$ cat src/rtl/if_fetch_stage.sv
// Instruction-fetch stage: owns the PC, addresses the combinational ROM and
// registers the returned word into IF/ID, with redirect bubbles and a fetch counter.
module if_fetch_stage #(
  parameter logic [31:0] RESET_PC = 32'h0000_0000
) (
  input  logic        Clk,
  input  logic        Clrn,
  input  logic        Stall,
  input  logic        Redirect_Br,
  input  logic        Redirect_J,
  input  logic [31:0] Redirect_Base,
  input  logic [15:0] Br_Imm,
  input  logic [25:0] J_Target,
  input  logic [31:0] Inst_In,
  output logic [31:0] Inst_Addr,
  output logic [31:0] IfId_Inst,
  output logic [31:0] IfId_Pc4,
  output logic        IfId_Valid,
  output logic [31:0] Fetch_Count
);

  localparam logic [31:0] RESET_PC_ALIGNED = {RESET_PC[31:2], 2'b00};

  logic [31:0] pc;
  logic [31:0] pc4;
  logic [31:0] redirect_pc;
  logic        redirect;

  function automatic logic [31:0] branch_target(input logic [31:0] base,
                                                input logic [15:0] imm);
    logic signed [31:0] offset;
    offset = {{14{imm[15]}}, imm, 2'b00};
    return base + offset;
  endfunction

  function automatic logic [31:0] jump_target(input logic [31:0] base,
                                              input logic [25:0] target);
    return {base[31:28], target, 2'b00};
  endfunction

  assign pc4         = pc + 32'd4;
  assign redirect    = Redirect_J | Redirect_Br;
  // Jump outranks branch when both strobes arrive together.
  assign redirect_pc = Redirect_J ? jump_target(Redirect_Base, J_Target)
                                  : branch_target(Redirect_Base, Br_Imm);

  always_ff @(posedge Clk or negedge Clrn) begin
    if (!Clrn) begin
      pc          <= RESET_PC_ALIGNED;
      IfId_Inst   <= 32'h0;
      IfId_Pc4    <= 32'h0;
      IfId_Valid  <= 1'b0;
      Fetch_Count <= 32'h0;
    end else if (redirect) begin
      // The word fetched this cycle is squashed: bubble into IF/ID, no count.
      pc          <= redirect_pc;
      IfId_Inst   <= 32'h0;
      IfId_Pc4    <= 32'h0;
      IfId_Valid  <= 1'b0;
    end else if (!Stall) begin
      pc          <= pc4;
      IfId_Inst   <= Inst_In;
      IfId_Pc4    <= pc4;
      IfId_Valid  <= 1'b1;
      Fetch_Count <= Fetch_Count + 32'd1;
    end
  end

  assign Inst_Addr = pc;

endmodule

$ cat config.mk
export PLATFORM = sky130hd
export DESIGN_NAME = if_fetch_stage
export DESIGN_NICKNAME = d
export VERILOG_FILES = /design/src/rtl/if_fetch_stage.sv
export SDC_FILE = /design/constraint.sdc
export NUM_CORES = 1
export LEC_CHECK = 0
export ABC_AREA = 1
export CORE_MARGIN = 2
export CORE_UTILIZATION = 54
export CTS_BUF_LIST = sky130_fd_sc_hd__clkbuf_8
export CTS_CLUSTER_SIZE = 40
export DETAILED_ROUTE_END_ITERATION = 10
export PLACE_DENSITY_LB_ADDON = 0.12
export SLEW_MARGIN = 30
export SYNTH_ARGS = -nofsm -noshare
export SYNTH_HDL_FRONTEND = slang
export SYNTH_SLANG_ARGS = --single-unit
$ cat constraint.sdc
create_clock -name Clk -period 4 [get_ports Clk]
set_input_delay 0.8 -clock Clk [delete_from_list [all_inputs] [get_ports Clk]]
set_output_delay 0.8 -clock Clk [all_outputs]
set_load 0.03 [all_outputs]
After elaboration in Yosys (flattened, before gate mapping)
Index checks and enable logic that the tools add are counted.
- output and inout port bits: 129
- register bits: 129
- input bits: 111
- add/sub/neg operators: 3
- reduce and logical (&&, ||, !) cells: 1
- bitwise logic cells: 3
- multiplexer cells: 8
- equal/unequal tests: 1
- operator list (cell ; number):
    32-bit 2-to-1 mux ; 6
    32-bit by 1-bit adder with 32-bit output (second input constant) ; 1
    32-bit by 3-bit adder with 32-bit output (second input constant) ; 1
    32-bit adder ; 1
    1-bit 2-to-1 mux ; 2
    2-bit by 1-bit inequality test with 1-bit output (second input constant) ; 1
    1-bit NOT ; 2
    2-bit AND reduction ; 1
    1-bit OR ; 1

Logic depth before layout (Yosys ltp)
Gate-level depths: netlist of the first run.
- depth in word-level cells: 3
- gate-level depth with buffers: 15
- depth with buffers taken out: 15

Worst setup path after synthesis of the first run
No wires, ideal clock.
- path kind: input to register
- start point: input port Redirect_Base[2]
- end point: register pc[14], in the netlist Inst_Addr[14]
- library setup time: 0.087 ns
- stages on the path: 13
- arrival time: 2.254 ns
- setup slack: 1.658 ns
- cells stage by stage: ha_1 > fa_1 > nand2_1 > nand3_1 > nand2_1 > inv_1 > nand2_1 > nand2_1 > nand2_1 > nand2_1 > a21oi_1 > o21ai_0 > a22oi_1
- cells in the longest elaborated chain, start to end: 3
- ends and longest elaborated chain (element ; line ; source):
    start: declaration ; 11 ; input logic [31:0] Redirect_Base,
    32-bit adder ; 33 ; return base + offset;
    32-bit 2-to-1 mux ; 44 ; assign redirect_pc = Redirect_J ? jump_target(Redirect_Base, J_Target)
    32-bit 2-to-1 mux ; 54 ; end else if (redirect) begin
    end signal: assignment ; 56 ; pc <= redirect_pc;
    end signal: assignment ; 61 ; pc <= pc4;
    end: declaration ; 24 ; logic [31:0] pc;
No other way between the ends.
A chain may end at the register's enable or synchronous reset.

Worst setup path after layout of the first run
- start point: input port Redirect_J
- end point: register pc[30], in the netlist Inst_Addr[30]
- cells in the longest elaborated chain, start to end: 2
- elaborated cells between the ends (all ways): 4
- those cells by class: eq/ne (1); mux (2); bitwise (1)
- ends and longest elaborated chain (element ; line ; source):
    start: declaration ; 10 ; input logic Redirect_J,
    1-bit OR / 32-bit 2-to-1 mux (equally long branches) ; 42, 44 ;
    2-bit by 1-bit inequality test with 1-bit output (no source line) / 32-bit 2-to-1 mux (equally long branches) ; -- ;
Parallel ways exist; a longest one is shown, timed or not.

==> results of run 1 <==
-- routing by layer --
layer,track usage,up-vias,share of wire
met5,0,-,0
met4,0.147,0,0.037
met3,0.0940,106,0.11
met2,0.610,682,0.45
met1,0.512,4339,0.40
li1,-,4231,-
-- state kept, by name (all words and copies together) (netlist names) --
signal,count
Fetch_Count,32
IfId_Inst,32
IfId_Pc4,32
IfId_Valid,1
Inst_Addr,32
-- kinds of logic after synthesis --
kind of cell / after synthesis
simple gates: 570
compound gates: 200
fa+ha+maj: 32
xor+xnor: 35
buf+inv: 161
flops: 129
-- final cells by class --
type,instances,area (um2)
clock buffer,19,262
sequential,129,3230
multi-input combinational,837,4510
tap,188,235
timing repair buffer,246,2450
clock inverter,13,159
fill,1077,3790
inverter,136,510
-- cell usage after synthesis, types with 3 or more instances --
cell,n
sky130_fd_sc_hd__a21o_1,5
sky130_fd_sc_hd__buf_1,5
sky130_fd_sc_hd__a22o_1,33
sky130_fd_sc_hd__dfrtp_1,129
sky130_fd_sc_hd__ha_1,31
sky130_fd_sc_hd__nor3_2,3
sky130_fd_sc_hd__o21a_1,5
sky130_fd_sc_hd__nor2_2,3
sky130_fd_sc_hd__o21bai_1,5
sky130_fd_sc_hd__nor2_8,3
sky130_fd_sc_hd__nor3_1,20
sky130_fd_sc_hd__nand3_4,3
sky130_fd_sc_hd__inv_2,5
sky130_fd_sc_hd__nand2_1,294
sky130_fd_sc_hd__a31oi_1,9
sky130_fd_sc_hd__xor2_1,24
sky130_fd_sc_hd__nor2_1,109
sky130_fd_sc_hd__inv_1,131
sky130_fd_sc_hd__nand3_1,81
sky130_fd_sc_hd__buf_2,6
sky130_fd_sc_hd__clkbuf_1,9
sky130_fd_sc_hd__nand4_1,28
sky130_fd_sc_hd__o21ai_0,57
sky130_fd_sc_hd__and2_1,4
sky130_fd_sc_hd__a21oi_1,78
sky130_fd_sc_hd__nand3b_1,6
sky130_fd_sc_hd__buf_4,4
sky130_fd_sc_hd__xnor2_1,11
sky130_fd_sc_hd__or2_2,6
-- power breakdown --
| part | total [uW] | switching (uW) | internal (uW) |
|---|---|---|---|
| clock | 1230 | 576 | 650 |
| combinational | 1160 | 707 | 457 |
| sequential | 1550 | 151 | 1400 |
| total | 3940 | 1430 | 2500 |
-- path summary, 6_finish.rpt --
| kind | start | endpoint | cells after the start |
|---|---|---|---|
| max | Redirect_J | Inst_Addr[30] | 8 |
| min | Clrn | Fetch_Count[6] | 1 |
| max reg2reg | Inst_Addr[2] | Inst_Addr[14] | 10 |
| min reg2reg | Fetch_Count[31] | Fetch_Count[31] | 1 |
| max in group asynchronous | Clrn | Inst_Addr[21] | 2 |
| min in group Clk | Fetch_Count[31] | Fetch_Count[31] | 1 |
-- through the flow --
step | hold WS (ns) | power, uW | cell area (um2)
after floorplan | 0.504 | 2160 | 8360
after global placement | 0.464 | 2670 | 10900
after detailed placement | 0.461 | 2690 | 10900
after CTS | 0.306 | 3910 | 11400
after global routing | 0.331 | 4080 | 11400
final | 0.291 | 3940 | 11400
==> metrics.sh, run 1 <==
OUTCOME='completed'
MOSTFREQUENTLAYOUTCELLS='294 x sky130_fd_sc_hd__nand2_1, 238 x sky130_fd_sc_hd__clkdlybuf4s50_1, 131 x sky130_fd_sc_hd__inv_1'
POST_DRT_VIA_CELL_RATIO=5.97
CP_COMMON_CELL='sky130_fd_sc_hd__inv_2'
SYNTH_FLOP_CELL='sky130_fd_sc_hd__dfrtp_1'
FIN_UTIL=0.750
SYNTH_AREA_PER_CELL_UM2=7.42
WL_PER_CELL_UM=19.9
TIGHTEST_SLEW_NS=0.692
GRT_USE_TOTAL=0.385
DP_SLACK_NS=0.530
CRITICAL-PATH-SLOWEST-CELL='sky130_fd_sc_hd__nor2_4'
SYNTH_TOP_FAMILY_BY_AREA='simple AND/OR/NAND/NOR gates'
CLOCK_TREE.HTREE_LEVEL_COUNT=4
DIE-WIDTH_UM=128
SETUP_VIOL=0
SYN-INSTANCE-COUNT=1127
IRDROPWORSTVDD_mV=0.264
YOSYSTOPAREACELLSHARE=0.386
YS.WARNINGS.COUNT=0
DESIGN.PORTCOUNT=240
WORSTHOLDPATHTYPE='in -> async'
YOSYS.CELL_TYPES.COUNT=45
POST-PLACE-CELLS=1536
DETAILEDROUTE.FIRSTPASSITERATIONCOUNT=6
CLOCK_PATH_BUFFERS=2
POWER.DENSITY_CELL_AREA_nW_PER_UM2=347
WORST-PATH-MAX-FANOUT=35
SYN-NUM-NETS=1270
DRTANTENNAVIOLNETS=0
DETAILROUTE.VIA_COUNT=9358
POSTCTSSETUPBUFFERS=0
DETAIL_ROUTE.DRC_VIOLATIONS=0
CLOCK_TREE_FROM_TRITONCTS='done'
DP_HPWL_MM=23.1
FRACTION_OF_REGISTERS_WITH_ASYNC_SET_RESET=1.00
LAYOUT_CELL_SHARE_WITH_DRIVE_STRENGTH_BEYOND_1=0.0514
YOSYS.AREA_SHARE.XOR_XNOR=0.0367
DR.FIRST_ITER.DRC_COUNT=1085
PIN_COUNT_OF_THE_BIGGEST_NET_ENTERING_GLOBAL_ROUTING=68
INITIAL_UTILIZATION=0.552
FIRST_PASS_GRT_WIRE_LENGTH_MM=48.9
TIMING.CLOCK.SKEW_NS=0.0101
TIMING_HOLD_VIOLATIONS_FINAL=0
WORSTSETUPPATHTYPE='in -> reg'
STATIC-LEAKAGE-POWER_uW=0.00544
CP_NUM_BUF_INV=3
CLOCK-ROOT-BUFFER='sky130_fd_sc_hd__clkbuf_8'
UNREPAIRED_SETUP_ENDPOINTS_AFTER_GLOBAL_ROUTING='false'
SYNTH_COMPOUND_GATE_AREA_SHARE=0.143
MIN_PERIOD_NS=3.10
TIMING.CRITICAL_PATH.REQUIRED_NS=4.41
REG2REG_SLACK_NS=1.44
FP.COREAREA_UM2=15100
STD_CELL_ROWS=45
TIMING.MAX_SLEW.REL_SLACK=0.537
WORSTSETUPENDPOINTTYPE='flop'
CP_DATA_ARRIVAL_TIME_NS=3.52
CLOCK.FMAX_MHz=322
DIE-HEIGHT_UM=128
CTS-HOLD-FIX-BUFFERS=0
CLK_PIN_SLEW_NS=0.08
SYNTH_EDF_COUNT=0
CRITPATHLAUNCHTYPE='input port'
LAYOUT_WORST_PATH_CYCLE_SHARE=0.776
CTS_MADE_BUFFERS=17
SETUP_WS_FINAL_NS=0.895
FLOW.AREA_GROWTH_FROM_SYNTHESIS_PCT=35.8
NUMBER_OF_ANTENNA_VIOLATIONS_AT_THE_FIRST_CHECK_IN_GLOBAL_ROUTING=0
GPL.FINAL_WEIGHTED_CONGESTION=0.962
SETUP_TNS_FINAL_NS=0
ANTENNA-DIODE-COUNT=0
CRITICAL_PATH.MAX_STAGE_DELAY_NS=0.55
INSERTION_DELAY_NS=0.47
YS_SEQ_ELEMENTS=129
YOSYSSEQAREASHARE=0.386
FINAL_NETS=1510
DIEAREA_UM2=16500
TIMING.CRITICAL_PATH.CELLS='clkdlybuf4s50_1 -> nor2_8 -> inv_2 -> nor2_4 -> inv_2 -> o21ai_0 -> a21oi_1 -> nand2_1'
SYNTHADDERAREAFRAC=0.0488
NUMCLOCKSINKS=129
POST_CTS_RESIZED=0
DRV_CAP=0
WORST_PATH_DOMINANT_CELL_FAMILY='buffers and inverters'
PORTBUFFERS=239
NUMBER_OF_GLOBAL_ROUTE_VIAS_BEFORE_REPAIR=9099
SYNTHSIMPLEGATEAREAFRAC=0.310
MOST_COMMON_CELL_AFTER_LAYOUT_FILL_AND_TAPS_ASIDE='sky130_fd_sc_hd__nand2_1'
SYNTH_AREA_UM2=8360
SYNTH_AREA_LEADERS='sky130_fd_sc_hd__dfrtp_1 39%, sky130_fd_sc_hd__nand2_1 13%, sky130_fd_sc_hd__inv_1 5.9%'
GRT-OVFL-TOTAL=0
FINAL_CELLS=1568
SYNTH_TOP_AREA_CELL='sky130_fd_sc_hd__dfrtp_1'
FINALWIRELENGTH_MM=31.2
SLEW_VIOLATIONS=0
SYNTH.MUX.AREA_FRACTION=0
No activity file was read; power rests on OpenSTA's default activity.
==> inputs of run 2 (changes only) <==
- CORE_UTILIZATION: 54 -> 50
- clock period: 4 -> 3.2 ns (I/O delays scaled with it)
==> run 2 against run 1 <==
Effect of this change: clock-buffer cell count did not move; clock skew rose by 0.0033 ns; highest routed layer unchanged; utilization fell by 5.3 points; setup slack got worse by 0.22 ns; largest power group unchanged; power rose by 20%.
==> metrics.sh, run 2 (synthesis results as in run 1) <==
SLEW_VIOLATIONS=0  # unchanged
GRT_USE_TOTAL=0.308  # was 0.385
GRT.MET3_USAGE=0.0544  # was 0.0940
LAYOUT_CELL_SHARE_WITH_DRIVE_STRENGTH_BEYOND_1=0.0596  # was 0.0514
CLOCK_TREE.HTREE_LEVEL_COUNT=4  # unchanged
NUMCLOCKSINKS=129  # unchanged
WORST-PATH-MAX-FANOUT=15  # was 35
GRT-OVFL-TOTAL=0  # unchanged
FLOW.AREA_GROWTH_FROM_SYNTHESIS_PCT=37.1  # was 35.8%
INITIAL_UTILIZATION=0.508  # was 0.552
CRITICAL_PATH.STARTPOINT='Br_Imm[15]'  # was Redirect_J
TIMING_HOLD_VIOLATIONS_FINAL=0  # unchanged
ANTENNA-DIODE-COUNT=0  # unchanged
DETAILEDROUTE.FIRSTPASSITERATIONCOUNT=5  # was 6
TIMING.CRITICAL_PATH.REQUIRED_NS=3.58  # was 4.41 ns
WORST_R2R_ENDPOINT='Inst_Addr[14]'  # unchanged
PLACEDINSTANCEAREA_UM2=11100  # was 10,900 um2
CTS_MADE_BUFFERS=17  # unchanged
CLOCK_PATH_BUFFERS=2  # unchanged
PIN_COUNT_OF_THE_BIGGEST_NET_ENTERING_GLOBAL_ROUTING=130  # was 68
PORTBUFFERS=239  # unchanged
CLK_PIN_SLEW_NS=0.08  # about the same
SWITCHING_SHARE_OF_POWER=0.367  # was 0.364
CRITPATHLAUNCHTYPE='input port'  # unchanged
CP_DATA_ARRIVAL_TIME_NS=2.90  # was 3.52 ns
WORSTSETUPPATHTYPE='in -> reg'  # unchanged
DR.FIRST_ITER.DRC_COUNT=816  # was 1,085
CLOCK_TREE_FROM_TRITONCTS='done'  # unchanged
DIE-HEIGHT_UM=133  # was 128 um
USE_MET2=0.489  # was 0.610
DETAIL_ROUTE.DRC_VIOLATIONS=0  # unchanged
MET1_USAGE_IN_GLOBAL_ROUTING=0.419  # was 0.512
POST_DRT_VIA_CELL_RATIO=5.47  # was 5.97
WORST_R2R_STARTPOINT='Inst_Addr[2]'  # unchanged
FINALWIRELENGTH_MM=27.1  # was 31.2 mm
NUMBER_OF_ANTENNA_VIOLATIONS_AT_THE_FIRST_CHECK_IN_GLOBAL_ROUTING=0  # unchanged
DETAILROUTE.VIA_COUNT=8818  # was 9,358
TIMING.CLOCK.SKEW_NS=0.0133  # was 0.0101 ns
CLOCK-ROOT-BUFFER='sky130_fd_sc_hd__clkbuf_8'  # unchanged
STATIC-LEAKAGE-POWER_uW=0.00548  # was 0.00544 uW
DIEAREA_UM2=17800  # was 16,500 um2
WORSTHOLDPATHTYPE='in -> async'  # unchanged
INSERTION_DELAY_NS=0.46  # was 0.47 ns
MIN_PERIOD_NS=2.52
SETUP_VIOL=0  # unchanged
FP.COREAREA_UM2=16500  # was 15,100 um2
TIGHTEST_SLEW_NS=0.705  # was 0.692 ns
P_INT_uW=3000  # was 2500 uW
FINAL_AREA_UM2=11500  # was 11,400 um2
POWER.DENSITY_CELL_AREA_nW_PER_UM2=414  # was 347 nW/um2
DRTANTENNAVIOLNETS=0  # unchanged
FINAL_NETS=1522  # was 1,510
OUTCOME='completed'  # unchanged
POST_CTS_RESIZED=0  # unchanged
IRDROPWORSTVDD_mV=0.276  # was 0.264 mV
REG2REG_SLACK_NS=0.73  # was 1.44 ns
DP_HPWL_MM=20.9  # was 23.1 mm
FIRST_PASS_GRT_WIRE_LENGTH_MM=43.3  # was 48.9 mm
PWR-SHARE-CLK=0.294  # was 0.311
SEQUENTIALPOWERSHARE=0.405  # was 0.393
DP_SLACK_NS=0.235  # was 0.530 ns
TIMING.CRITICAL_PATH.TO='Inst_Addr[21]'  # was Inst_Addr[30]
R2R_CELLS=10  # unchanged
DESIGN.PORTCOUNT=240  # unchanged
UNREPAIRED_SETUP_ENDPOINTS_AFTER_GLOBAL_ROUTING='false'  # unchanged
DRV_CAP=0  # unchanged
DIE-WIDTH_UM=133  # was 128 um
LAYOUT_WORST_PATH_CYCLE_SHARE=0.789
SWITCHINGPOWER_uW=1740  # was 1430 uW
WORSTSETUPENDPOINTTYPE='flop'  # unchanged
SETUP_WS_FINAL_NS=0.676  # was 0.895 ns
GPL.FINAL_WEIGHTED_CONGESTION=0.977  # was 0.962
GLOBAL_ROUTE.PEAK_USAGE_LAYER='met2'  # unchanged
MOST_COMMON_CELL_AFTER_LAYOUT_FILL_AND_TAPS_ASIDE='sky130_fd_sc_hd__nand2_1'  # unchanged
STD_CELL_ROWS=47  # was 45
CLOCK.FMAX_MHz=396
SETUP_TNS_FINAL_NS=0  # unchanged
WORST_CASE_HOLD_SLACK_NS=0.252  # was 0.291 ns
POSTCTSSETUPBUFFERS=0  # unchanged
WL_PER_CELL_UM=16.8  # was 19.9 um
NUMBER_OF_GLOBAL_ROUTE_VIAS_BEFORE_REPAIR=8305  # was 9,099
CTS-HOLD-FIX-BUFFERS=0  # unchanged
MOSTFREQUENTLAYOUTCELLS='294 x sky130_fd_sc_hd__nand2_1, 238 x sky130_fd_sc_hd__clkdlybuf4s50_1, 131 x sky130_fd_sc_hd__inv_1'  # unchanged
PWR-SHARE-COMB=0.302  # was 0.295
TIMING.MAX_SLEW.REL_SLACK=0.530  # was 0.537
## run 2: changes by cell type in the layout (fill, tap and decap cells not counted), sizes merged
cell / before / now
buf: 8 / 20
bufinv: 3 / 1
clkinv: 8 / 4
clkinvlp: 0 / 3
inv: 138 / 141
## run 2: power groups by stage
| stage | registers, uW | clock network [uW] | logic [uW] |
|---|---|---|---|
| global placement | 1940 | 0 | 1410 |
| global route | 1940 | 1480 | 1550 |
| finish | 1920 | 1390 | 1430 |
| floorplan | 2140 | 0 | 558 |
| CTS | 1910 | 1410 | 1430 |
| detailed placement | 1940 | 0 | 1420 |
## run 2: cell type report
type / count / area, um2
well taps: 220 / 275
clock inverters: 13 / 126
inverters: 136 / 510
flip-flops and latches: 129 / 3230
repair buffers: 258 / 2560
multi-input cells: 837 / 4510
fillers: 1421 / 5000
clock buffers: 19 / 262
## run 2: critical path: stages
cell and delay (ns):
sky130_fd_sc_hd__clkdlybuf4s50_1 0.45, sky130_fd_sc_hd__buf_12 0.17, sky130_fd_sc_hd__ha_1 0.38, sky130_fd_sc_hd__nand2_1 0.14, sky130_fd_sc_hd__nor2_1 0.23, sky130_fd_sc_hd__and2_1 0.24
sky130_fd_sc_hd__nand4_1 0.18, sky130_fd_sc_hd__nand4_1 0.15, sky130_fd_sc_hd__nand3_1 0.15, sky130_fd_sc_hd__a21oi_1 0.17
## run 2: per-layer routing
metal | share of wire | wire (um)
met5 | 0 | 0
met4 | 0.035 | 935
met3 | 0.065 | 1750
met2 | 0.46 | 12500
met1 | 0.44 | 11900
## run 2: how the worst min path moves through the flow
stage | start | endpoint | slack, ns | cells past startpoint
final | Clrn | Fetch_Count[13] | 0.25 | 2
after CTS | Clrn | Fetch_Count[14] | 0.31 | 2
after detailed placement | Fetch_Count[31] | Fetch_Count[31] | 0.46 | 1
after floorplan | Clrn | Fetch_Count[0] | 0.34 | 0
after global routing | Clrn | Fetch_Count[10] | 0.34 | 2
after global placement | Fetch_Count[31] | Fetch_Count[31] | 0.46 | 1
## run 2: per-stage QoR
step	power, uW	util	instances
after global routing	4970	0.696	1612
final	4740	0.696	1612
after CTS	4750	0.696	1612
after global placement	3350	0.673	1580
after floorplan	2700	-	1127
after detailed placement	3360	0.673	1580
